===== config.mk =====
export PLATFORM = sky130hd
export DESIGN_NAME = life_sequencer
export DESIGN_NICKNAME = d
export VERILOG_FILES = /design/src/rtl/life_sequencer.sv
export SDC_FILE = /design/constraint.sdc
export NUM_CORES = 1
export LEC_CHECK = 0
export ABC_AREA = 1
export ABC_CLOCK_PERIOD_IN_PS = 6500
export CORE_MARGIN = 2
export CORE_UTILIZATION = 50
export CTS_BUF_LIST = sky130_fd_sc_hd__clkbuf_4
export DETAILED_ROUTE_END_ITERATION = 8
export GPL_ROUTABILITY_DRIVEN = 0
export GPL_TIMING_DRIVEN = 1
export PLACE_DENSITY_LB_ADDON = 0.12
export SYNTH_ARGS = -nofsm -noshare
export SYNTH_HDL_FRONTEND = slang
export SYNTH_SLANG_ARGS = --single-unit

===== constraint.sdc =====
create_clock -name clk_in -period 6.5 [get_ports clk_in]
set_input_delay 0.65 -clock clk_in [delete_from_list [all_inputs] [get_ports clk_in]]
set_output_delay 0.65 -clock clk_in [all_outputs]
set_load 0.01 [all_outputs]

===== src/rtl/life_sequencer.sv =====
// Game-of-Life sequencer: turns start/pause/clear commands into load/step/clear engine handshakes.
// Latency: command edge to req one clock; req drops the clock after its done is sampled.
// Backpressure: each engine stalls the sequencer by withholding done; handshakes are never aborted.
//
// Ports:
//   clk_in, reset             clock and asynchronous active-high reset
//   start, pause, clear       command levels from the keyboard block (edge-detected here)
//   file_id                   pattern index, sampled on a start edge in IDLE
//   load_req/load_id/load_done   pattern loader handshake
//   step_req/step_done           generation stepper handshake
//   clr_req/clr_done             memory clearer handshake
//   running                   high in RUN or STEP
//   generation                generations completed since the last load or clear
module life_sequencer #(
  parameter int TICK_DIV = 10_000_000,
  parameter int GEN_W    = 16
) (
  input  logic             clk_in,
  input  logic             reset,
  input  logic             start,
  input  logic             pause,
  input  logic             clear,
  input  logic [15:0]      file_id,
  output logic             load_req,
  output logic [15:0]      load_id,
  input  logic             load_done,
  output logic             step_req,
  input  logic             step_done,
  output logic             clr_req,
  input  logic             clr_done,
  output logic             running,
  output logic [GEN_W-1:0] generation
);

  localparam int CNT_W = (TICK_DIV > 2) ? $clog2(TICK_DIV) : 1;
  localparam logic [CNT_W-1:0] TICK_LAST = CNT_W'(TICK_DIV - 1);

  localparam logic [2:0] ST_IDLE = 3'd0;
  localparam logic [2:0] ST_LOAD = 3'd1;
  localparam logic [2:0] ST_RUN  = 3'd2;
  localparam logic [2:0] ST_STEP = 3'd3;
  localparam logic [2:0] ST_CLR  = 3'd4;

  logic [2:0]       state;
  logic [CNT_W-1:0] tick_cnt;
  logic             loaded_valid;
  logic [15:0]      loaded_id;
  logic             pending_clear;
  logic             pending_pause;
  logic             start_q;
  logic             pause_q;
  logic             clear_q;

  logic start_edge;
  logic pause_edge;
  logic clear_edge;
  logic clear_seen;
  logic pause_seen;

  assign start_edge = start & ~start_q;
  assign pause_edge = pause & ~pause_q;
  assign clear_edge = clear & ~clear_q;

  // An edge landing in the same cycle as a done still counts toward the exit decision.
  assign clear_seen = pending_clear | clear_edge;
  assign pause_seen = pending_pause | pause_edge;

  assign running = (state == ST_RUN) || (state == ST_STEP);

  always_ff @(posedge clk_in or posedge reset) begin
    if (reset) begin
      state         <= ST_IDLE;
      tick_cnt      <= '0;
      loaded_valid  <= 1'b0;
      loaded_id     <= '0;
      pending_clear <= 1'b0;
      pending_pause <= 1'b0;
      start_q       <= 1'b0;
      pause_q       <= 1'b0;
      clear_q       <= 1'b0;
      load_req      <= 1'b0;
      load_id       <= '0;
      step_req      <= 1'b0;
      clr_req       <= 1'b0;
      generation    <= '0;
    end else begin
      start_q <= start;
      pause_q <= pause;
      clear_q <= clear;

      case (state)
        ST_IDLE: begin
          if (clear_edge) begin
            state   <= ST_CLR;
            clr_req <= 1'b1;
          end else if (start_edge) begin
            if (!loaded_valid || (file_id != loaded_id)) begin
              state    <= ST_LOAD;
              load_req <= 1'b1;
              load_id  <= file_id;
            end else begin
              // Same pattern already in memory: resume with the held tick count.
              state <= ST_RUN;
            end
          end
        end

        ST_LOAD: begin
          if (load_done) begin
            load_req      <= 1'b0;
            loaded_id     <= load_id;
            loaded_valid  <= 1'b1;
            generation    <= '0;
            tick_cnt      <= '0;
            pending_clear <= 1'b0;
            pending_pause <= 1'b0;
            if (clear_seen) begin
              state   <= ST_CLR;
              clr_req <= 1'b1;
            end else if (pause_seen) begin
              state <= ST_IDLE;
            end else begin
              state <= ST_RUN;
            end
          end else begin
            pending_clear <= clear_seen;
            pending_pause <= pause_seen;
          end
        end

        ST_RUN: begin
          if (clear_edge) begin
            state   <= ST_CLR;
            clr_req <= 1'b1;
          end else if (pause_edge) begin
            state <= ST_IDLE;
          end else if (tick_cnt == TICK_LAST) begin
            tick_cnt <= '0;
            state    <= ST_STEP;
            step_req <= 1'b1;
          end else begin
            tick_cnt <= tick_cnt + 1'b1;
          end
        end

        ST_STEP: begin
          if (step_done) begin
            step_req      <= 1'b0;
            generation    <= generation + 1'b1;
            pending_clear <= 1'b0;
            pending_pause <= 1'b0;
            if (clear_seen) begin
              state   <= ST_CLR;
              clr_req <= 1'b1;
            end else if (pause_seen) begin
              state <= ST_IDLE;
            end else begin
              state <= ST_RUN;
            end
          end else begin
            pending_clear <= clear_seen;
            pending_pause <= pause_seen;
          end
        end

        ST_CLR: begin
          if (clr_done) begin
            clr_req      <= 1'b0;
            generation   <= '0;
            loaded_valid <= 1'b0;
            tick_cnt     <= '0;
            state        <= ST_IDLE;
          end
        end

        default: begin
          state    <= ST_IDLE;
          load_req <= 1'b0;
          step_req <= 1'b0;
          clr_req  <= 1'b0;
        end
      endcase
    end
  end

endmodule


* Word level (Yosys, flattened, before mapping)
Index checks and enable logic that the tools add are counted. W data, S select, Z words.
Cells by class: bitwise gates (word level) 11, reductions and logical operators 20, mux-type cells 46, equality and inequality tests 18, add/sub/neg operators 2
Operators by type and width (count):
- $mux W24 | 5
- $pmux W24 S3 | 1
- $mux W16 | 3
- $pmux W16 S3 | 1
- $mux W3 | 9
- $add A24 B1 Y24 const B | 1
- $eq A24 B24 Y1 const B | 1
- $reduce_and A5 Y1 | 4
- $mux W1 | 18
- $add A16 B1 Y16 const B | 1
- $ne A16 B16 Y1 | 1
- $ne A2 B2 Y1 const B | 8
- $pmux W3 S5 | 1
- $reduce_and A4 Y1 | 3
- $eq A3 B2 Y1 const B | 2
- $not A1 Y1 | 6
- $pmux W1 S2 | 3
- $pmux W1 S3 | 2
- $reduce_bool A3 Y1 | 2
- $reduce_or A3 Y1 | 2
- $mux W2 | 2
- $ne A2 B1 Y1 const B | 2
- $ne A4 B3 Y1 const B | 1
- $pmux W1 S4 | 1
- other kinds (12) | 17
Storage, ports and cells: register bits 84, output and inout port bits 36, logic and storage cells 111

* Longest topological paths before layout
Gate-level depths: netlist of the first run.
depth after elaboration 7, mapped depth 12

* Worst setup path before layout of the first run
Ideal clock, no wire load.
path kind input to register, start point input port clear, end point register load_id[10], data arrival time 1.616 ns, data required time 6.383 ns, library setup time 0.117 ns, slack 4.767 ns, path buffers 1, stages on the path 7, cells stage by stage nand2_1 -> inv_1 -> nor2_1 -> nand3_2 -> buf_4 -> nand2_1 -> nand2_1
On the way: cells in the longest elaborated chain, start to end 3
RTL lines:
- start, declared | RTL line 22 | input logic clear,
- $and A1 B1 Y1 | RTL line 62 | assign clear_edge = clear & ~clear_q;
- $not A1 Y1 (no line)
- $reduce_and A4 Y1 (no line)
- end signal, assigned | RTL line 100 | load_id <= file_id;
- end, declared | RTL line 25 | output logic [15:0] load_id,
Every way passes these cells. A chain may end at the register's enable or synchronous reset.

* Worst setup path in the final report of the first run
start point input port file_id[1], end point register load_id[10]
On the way: cells in the longest elaborated chain, start to end 3
RTL lines:
- start, declared | RTL line 23 | input logic [15:0] file_id,
- $ne A16 B16 Y1 | RTL line 97 | if (!loaded_valid || (file_id != loaded_id)) begin
- $logic_or A1 B1 Y1 | RTL line 97
- $reduce_and A4 Y1 (no line)
Every way passes these cells.

==> results.tsv, run 1 <==
stage	metric	value	unit
outcome	status	finished clean	
cts	cts_resized	0	
floorplan	die-width	103	µm
drt	dr.pass1.iters	5	
min_path	min_path_cells	2	
cells_and_area	nets	785	
power_and_ir_drop	peakVddDrop	0.000231	V
drt	vias	4632	
floorplan	num_rows	36	
cts	h-tree-depth	3	
cells_and_area	final_area	0.00568	mm²
cells_and_area	utilization	0.592	
timing	fin_setup_tns	0	ps
logic_synthesis	syn_nets	726	
critical_path	r2r_end	tick_cnt[14]	
critical_path	worstSetupStartpoint	file_id[1]	
logic_synthesis	synth-seq-cells	84	
placement	placed_cells	881	
cells_and_area	layout-drive-gt1-share	0.0497	
power_and_ir_drop	seq_power_share	0.410	
drt	drc	0	
timing	fmax	0.394	GHz
grt	track_usage	0.237	
power_and_ir_drop	pwr-share-comb	0.440	
drt	drtIter0Drc	330	
floorplan	die_h	103	µm
drt	wl	11800	µm
floorplan	initial_core_util	0.507	
floorplan	num_io_pins	60	
cts	clock-sinks	84	
timing	slew_viol_final	0	
drt	antenna_left	0	
logic_synthesis	syn_area_per_cell	6.95	µm²
timing	fin_worst_skew	13.4	ps
placement	placed_area	0.00557	mm²
timing	period_minus_slack	2540	ps
cells_and_area	final_common_cell	nand2_1	
critical_path	critPathCaptureType	flop	
timing	hold_ws	511	ps
critical_path	cp.required	6880	ps
grt	grt_overflow	0	
cts	postCtsSetupRepairBufs	0	
critical_path	worstSetupPathType	in -> reg	
logic_synthesis	syn_area	0.00487	mm²
power_and_ir_drop	p_clk_frac	0.150	
drt	post_drt_wl_per_cell	13.1	µm
timing	post-route-period-util	0.391	
cts	clk_pin_slew	130	ps
timing	tightest_slew	1090	ps
grt	grt_max_degree	85	
min_path	whs_endpoint	step_req	
min_path	holdCritStartpoint	step_req	
cts	cts_root_buffer	clkbuf_4	
cts	clock_path_buffers	2	
grt	grt_antenna_before_repair	0	
power_and_ir_drop	p_int	1.02	mW
logic_synthesis	yosysSeqAreaShare	0.432	
placement	dp_hpwl	8400	µm
cts	cts_tree	built	
critical_path	worstReg2RegStart	state[2]	
cts	cts_hold_buf	0	
grt	grt_pass1_wl	19700	µm
cells_and_area	antenna_cells	0	
timing	rsz0062_at_grt	no	
min_path	min_path_type	reg -> reg	
power_and_ir_drop	p_leak	2.71	nW
power_and_ir_drop	p_sw	0.809	mW
logic_synthesis	ys_warn_count	0	
cells_and_area	final_cells	897	
grt	grt_pass1_vias	4200	
critical_path	start_kind	input pin	
cells_and_area	final_cell_mix	217 x nand2_1, 108 x nor2_1, 92 x inv_1	
placement	portBuffers	59	
timing	relSlewSlack	0.274	
critical_path	cp_max_fo	18	
critical_path	r2r_slack	4020	ps
floorplan	core_area	0.00959	mm²
floorplan	floorplan.die_area	0.0105	mm²
timing	final_hold_viol_count	0	
power_and_ir_drop	p_per_area	322	mW/mm²
critical_path	r2r_cells	8	
critical_path	cp.arrival	2920	ps
cells_and_area	synthToLayoutAreaGrowth	16.7	%
power_and_ir_drop	p_sw_frac	0.442	
logic_synthesis	synth_cell_types	33	
timing	setup_viol	0	
logic_synthesis	syn_inst	700	
cts	clk_latency	440	ps
cts	cts_buffers	9	
drt	via_per_inst	5.16	
job	cap_violations	0	
power groups by stage:
| stage | Sequential, mW | Clock (mW) | Combinational (mW) |
|---|---|---|---|
| 2_1_floorplan | 0.759 | 0 | 0.536 |
| 3_3_place_gp | 0.755 | 0 | 0.785 |
| 3_5_place_dp | 0.757 | 0 | 0.799 |
| 4_1_cts | 0.748 | 0.285 | 0.801 |
| 5_1_grt | 0.766 | 0.306 | 0.906 |
| 6_report | 0.749 | 0.275 | 0.804 |
worst max-delay path, cell delays in order:
cell and delay [ps]:
clkdlybuf4s50_1 510, inv_1 50, nand2_1 70, nand2_1 50, nor2_1 90, nand2_1 50
nor2_1 140, nand3_1 560, nand3_2 550, nand2_1 100, nand2_1 80
synthesized netlist by cell type:
master / number / area [µm²]
a21oi_1: 23 / 115
a21oi_2: 1 / 8.76
a21oi_4: 1 / 16.3
a2bb2oi_1: 1 / 8.76
a31oi_1: 2 / 12.5
buf_1: 1 / 3.75
buf_2: 4 / 20.0
buf_4: 3 / 22.5
buf_6: 1 / 11.3
clkbuf_1: 4 / 15.0
clkinv_1: 1 / 3.75
dfrtp_1: 84 / 2100
ha_1: 2 / 25.0
inv_1: 93 / 349
inv_2: 4 / 15.0
mux2_2: 3 / 33.8
nand2_1: 217 / 815
nand2_2: 3 / 18.8
nand2_4: 1 / 11.3
nand3_1: 33 / 165
nand3_2: 1 / 10.0
nand3b_1: 2 / 15.0
nand4_1: 41 / 257
nor2_1: 108 / 405
nor2_2: 5 / 31.3
nor3_1: 13 / 65.1
nor4_1: 1 / 6.26
o21ai_0: 24 / 120
o21ai_1: 5 / 25.0
o31ai_1: 1 / 7.51
o31ai_2: 1 / 12.5
xnor2_1: 5 / 43.8
xor2_1: 11 / 96.3
kinds of logic after synthesis:
group,synth area share
AND/OR/NAND/NOR,0.370
buffers and inverters,0.0905
adder cells (fa/ha/maj),0.00514
XOR/XNOR,0.0288
multiplexers,0.00694
AO/OA/AOI/OAI,0.0671
flip-flops,0.432
flip-flops by register name (all words and copies together), names as in the netlist:
register	count
clear_q	1
clr_req	1
generation	16
load_id	16
load_req	1
loaded_id	16
loaded_valid	1
pause_q	1
pending_clear	1
pending_pause	1
start_q	1
state	3
step_req	1
tick_cnt	24
through the flow:
step	worst slack, ps	power (mW)
after floorplan	3680	1.29
after global placement	3570	1.54
after detailed placement	3550	1.56
after CTS	4000	1.83
after global routing	3730	1.98
final	3960	1.83
area by class of cell:
type,count,area (µm²)
multi-input cells,505,2320
well taps,133,166
repair buffers,61,606
clock inverters,6,38.8
clock buffers,10,75.1
flip-flops and latches,84,2100
fillers,920,3910
inverters,98,369
routing by layer:
layer / GRT usage / up-vias / routed length, µm
met1: 0.340 / 2110 / 5510
met3: 0.0386 / 21 / 682
li1: - / 2339 / -
met4: 0.0728 / 0 / 223
met2: 0.371 / 162 / 5350
met5: 0 / - / 0
how the worst max path moves through the flow:
stage | slack [ps] | endpoint | depth (start not counted)
2_1_floorplan | 3680 | clear_q | 1
3_3_place_gp | 3570 | load_id[8] | 11
3_5_place_dp | 3550 | load_id[10] | 11
4_1_cts | 4000 | load_id[14] | 11
5_1_grt | 3730 | tick_cnt[11] | 8
6_report | 3960 | load_id[10] | 11
(Power assumes the default switching activity.)
==> run 2, diff against run 1 <==
ABC_CLOCK_PERIOD_IN_PS = 2500   (was 6500)
clock period = 2.5 ns   (was 6.5 ns; I/O delays follow)
==> run 2 against run 1 <==
Net effect:
- count of clock-buffer cells in the layout decreased by 1
- clock power rose to 3.2 times the previous value
- cell area grew 2.2%
- sequential cell count unchanged
- wire length hardly changed
- global-route usage rose by 0.17 points
- hold slack got worse by 330 ps
- sequential power increased to 2.6 times the previous value
- largest power group unchanged
==> results.tsv, run 2 (synthesis results as in run 1) <==
stage	metric	value	unit	change
cells_and_area	nets	794		was 785
timing	hold_ws	179	ps	was 511 ps
job	cap_violations	0		unchanged
cells_and_area	n_fill_cell	876		was 920
drt	wl	11800	µm	about the same
cts	h-tree-depth	3		unchanged
grt	grt_overflow	0		unchanged
timing	period_minus_slack	2000	ps	
grt	track_usage	0.239		was 0.237
placement	portBuffers	59		unchanged
cells_and_area	antenna_cells	0		unchanged
critical_path	worstReg2RegStart	state[2]		unchanged
floorplan	core_area	0.00959	mm²	unchanged
power_and_ir_drop	p_leak	2.78	nW	was 2.71 nW
critical_path	worstSetupPathType	reg -> reg		was in -> reg
cts	clock-sinks	84		unchanged
cts	clk_latency	440	ps	about the same
grt	grt_antenna_before_repair	0		unchanged
cts	cts_hold_buf	0		unchanged
min_path	min_path_type	in -> async		was reg -> reg
drt	antenna_left	0		unchanged
grt	grt_pass1_vias	4313		was 4200
cts	postCtsSetupRepairBufs	0		unchanged
grt	grt_max_degree	36		was 85
cts	clk_pin_slew	150	ps	was 130 ps
grt	grt_pass1_wl	20000	µm	was 19700 µm
timing	setup_viol	0		unchanged
outcome	status	finished clean		unchanged
critical_path	cp_max_fo	18		unchanged
critical_path	r2r_slack	500	ps	was 4020 ps
cells_and_area	final_common_cell	nand2_1		unchanged
placement	dp_hpwl	8900	µm	was 8400 µm
critical_path	worstSetupStartpoint	state[2]		was file_id[1]
power_and_ir_drop	p_per_area	856	mW/mm²	was 322 mW/mm²
critical_path	r2r_end	tick_cnt[7]		was tick_cnt[14]
cells_and_area	layout-drive-gt1-share	0.0608		was 0.0497
critical_path	start_kind	flop		was input pin
critical_path	critPathCaptureType	flop		unchanged
timing	tightest_slew	621	ps	was 1090 ps
drt	vias	4707		was 4632
timing	post-route-period-util	0.800		
cells_and_area	synthToLayoutAreaGrowth	19.3	%	was 16.7%
cells_and_area	largest_reg_flops	24		unchanged
power_and_ir_drop	peakVddDrop	0.000553	V	was 0.000231 V
cts	cts_root_buffer	clkbuf_4		unchanged
cells_and_area	top_register	tick_cnt		unchanged
timing	rsz0062_at_grt	no		unchanged
critical_path	r2r_cells	8		unchanged
timing	fin_worst_skew	23.0	ps	was 13.4 ps
critical_path	endpoint	tick_cnt[7]		was load_id[10]
floorplan	die_h	103	µm	unchanged
cts	cts_tree	built		unchanged
timing	slew_viol_final	0		unchanged
drt	via_per_inst	5.20		was 5.16
drt	post_drt_wl_per_cell	13.0	µm	was 13.1 µm
cells_and_area	regArea	0.00210	mm²	unchanged
cells_and_area	multi_input_area	0.00232	mm²	unchanged
drt	drtIter0Drc	174		was 330
drt	drc	0		unchanged
floorplan	num_io_pins	60		unchanged
cells_and_area	final_cell_mix	217 x nand2_1, 108 x nor2_1, 92 x inv_1		unchanged
timing	final_hold_viol_count	0		unchanged
cts	cts_resized	0		unchanged
cts	clock_path_buffers	2		unchanged
timing	fmax	0.500	GHz	
drt	dr.pass1.iters	5		unchanged
cts	cts_buffers	9		unchanged
floorplan	die-width	103	µm	unchanged
floorplan	floorplan.die_area	0.0105	mm²	unchanged
critical_path	cp.required	2830	ps	was 6880 ps
floorplan	num_rows	36		unchanged
timing	fin_setup_tns	0	ps	unchanged
timing	relSlewSlack	0.586		was 0.274
floorplan	initial_core_util	0.507		unchanged
critical_path	cp.arrival	2330	ps	was 2920 ps
-- run 2: cell types whose count changed in the layout (fill, tap and decap cells not counted), sizes merged --
| cell | delta |
|---|---|
| bufinv | +2 |
| clkinv | +1 |
| buf | +9 |
| inv | -1 |
| clkinvlp | -1 |
| clkbuf | -1 |
-- run 2: final cells by class --
cell class,instances,share of cell area
well taps,133,0.0287
clock inverters,7,0.0157
flip-flops and latches,84,0.362
repair buffers,70,0.118
clock buffers,9,0.0116
multi-input cells,505,0.400
inverters,98,0.0636
-- run 2: per-stage QoR --
step                instances   util  total power, mW  cell area (µm²)  setup WS (ps)
finish                    906  0.605             4.97             5810            501
detailed placement        890  0.589             4.10             5650            331
global route              906  0.605             5.36             5810            313
CTS                       906  0.605             5.00             5810            510
floorplan                 700      -             3.37             4870           84.9
global placement          890  0.589             4.05             5650            390
-- run 2: report_power, final --
group / leakage, nW / total (mW) / internal (mW) / switching (mW)
clock: 0.0873 / 0.887 / 0.403 / 0.484
sequential: 1.09 / 1.93 / 1.68 / 0.243
combinational: 1.60 / 2.16 / 0.799 / 1.36
-- run 2: worst min path at each step --
stage,startpoint,to,slack (ps),cells after the start
5_1_grt,reset,load_id[5],240,2
2_1_floorplan,clear,clear_q,280,0
4_1_cts,reset,loaded_id[3],190,2
3_5_place_dp,step_req,step_req,480,2
3_3_place_gp,step_req,step_req,470,2
6_report,reset,load_id[5],180,2
-- run 2: worst max-delay path, stage by stage (launching register included) --
cell	delay, ps
dfrtp_1	480
inv_2	90
nand2_1	130
nor2_2	130
nand2_1	150
a21oi_4	440
nand2_2	240
inv_1	190
nor2_1	70
-- run 2: routing by layer --
metal  vias up  share of wire  GRT usage
met5         -              0          0
met4         0          0.022     0.0933
met3        22          0.060     0.0353
met2       146           0.45      0.363
met1      2185           0.47      0.344
li1       2354              -          -
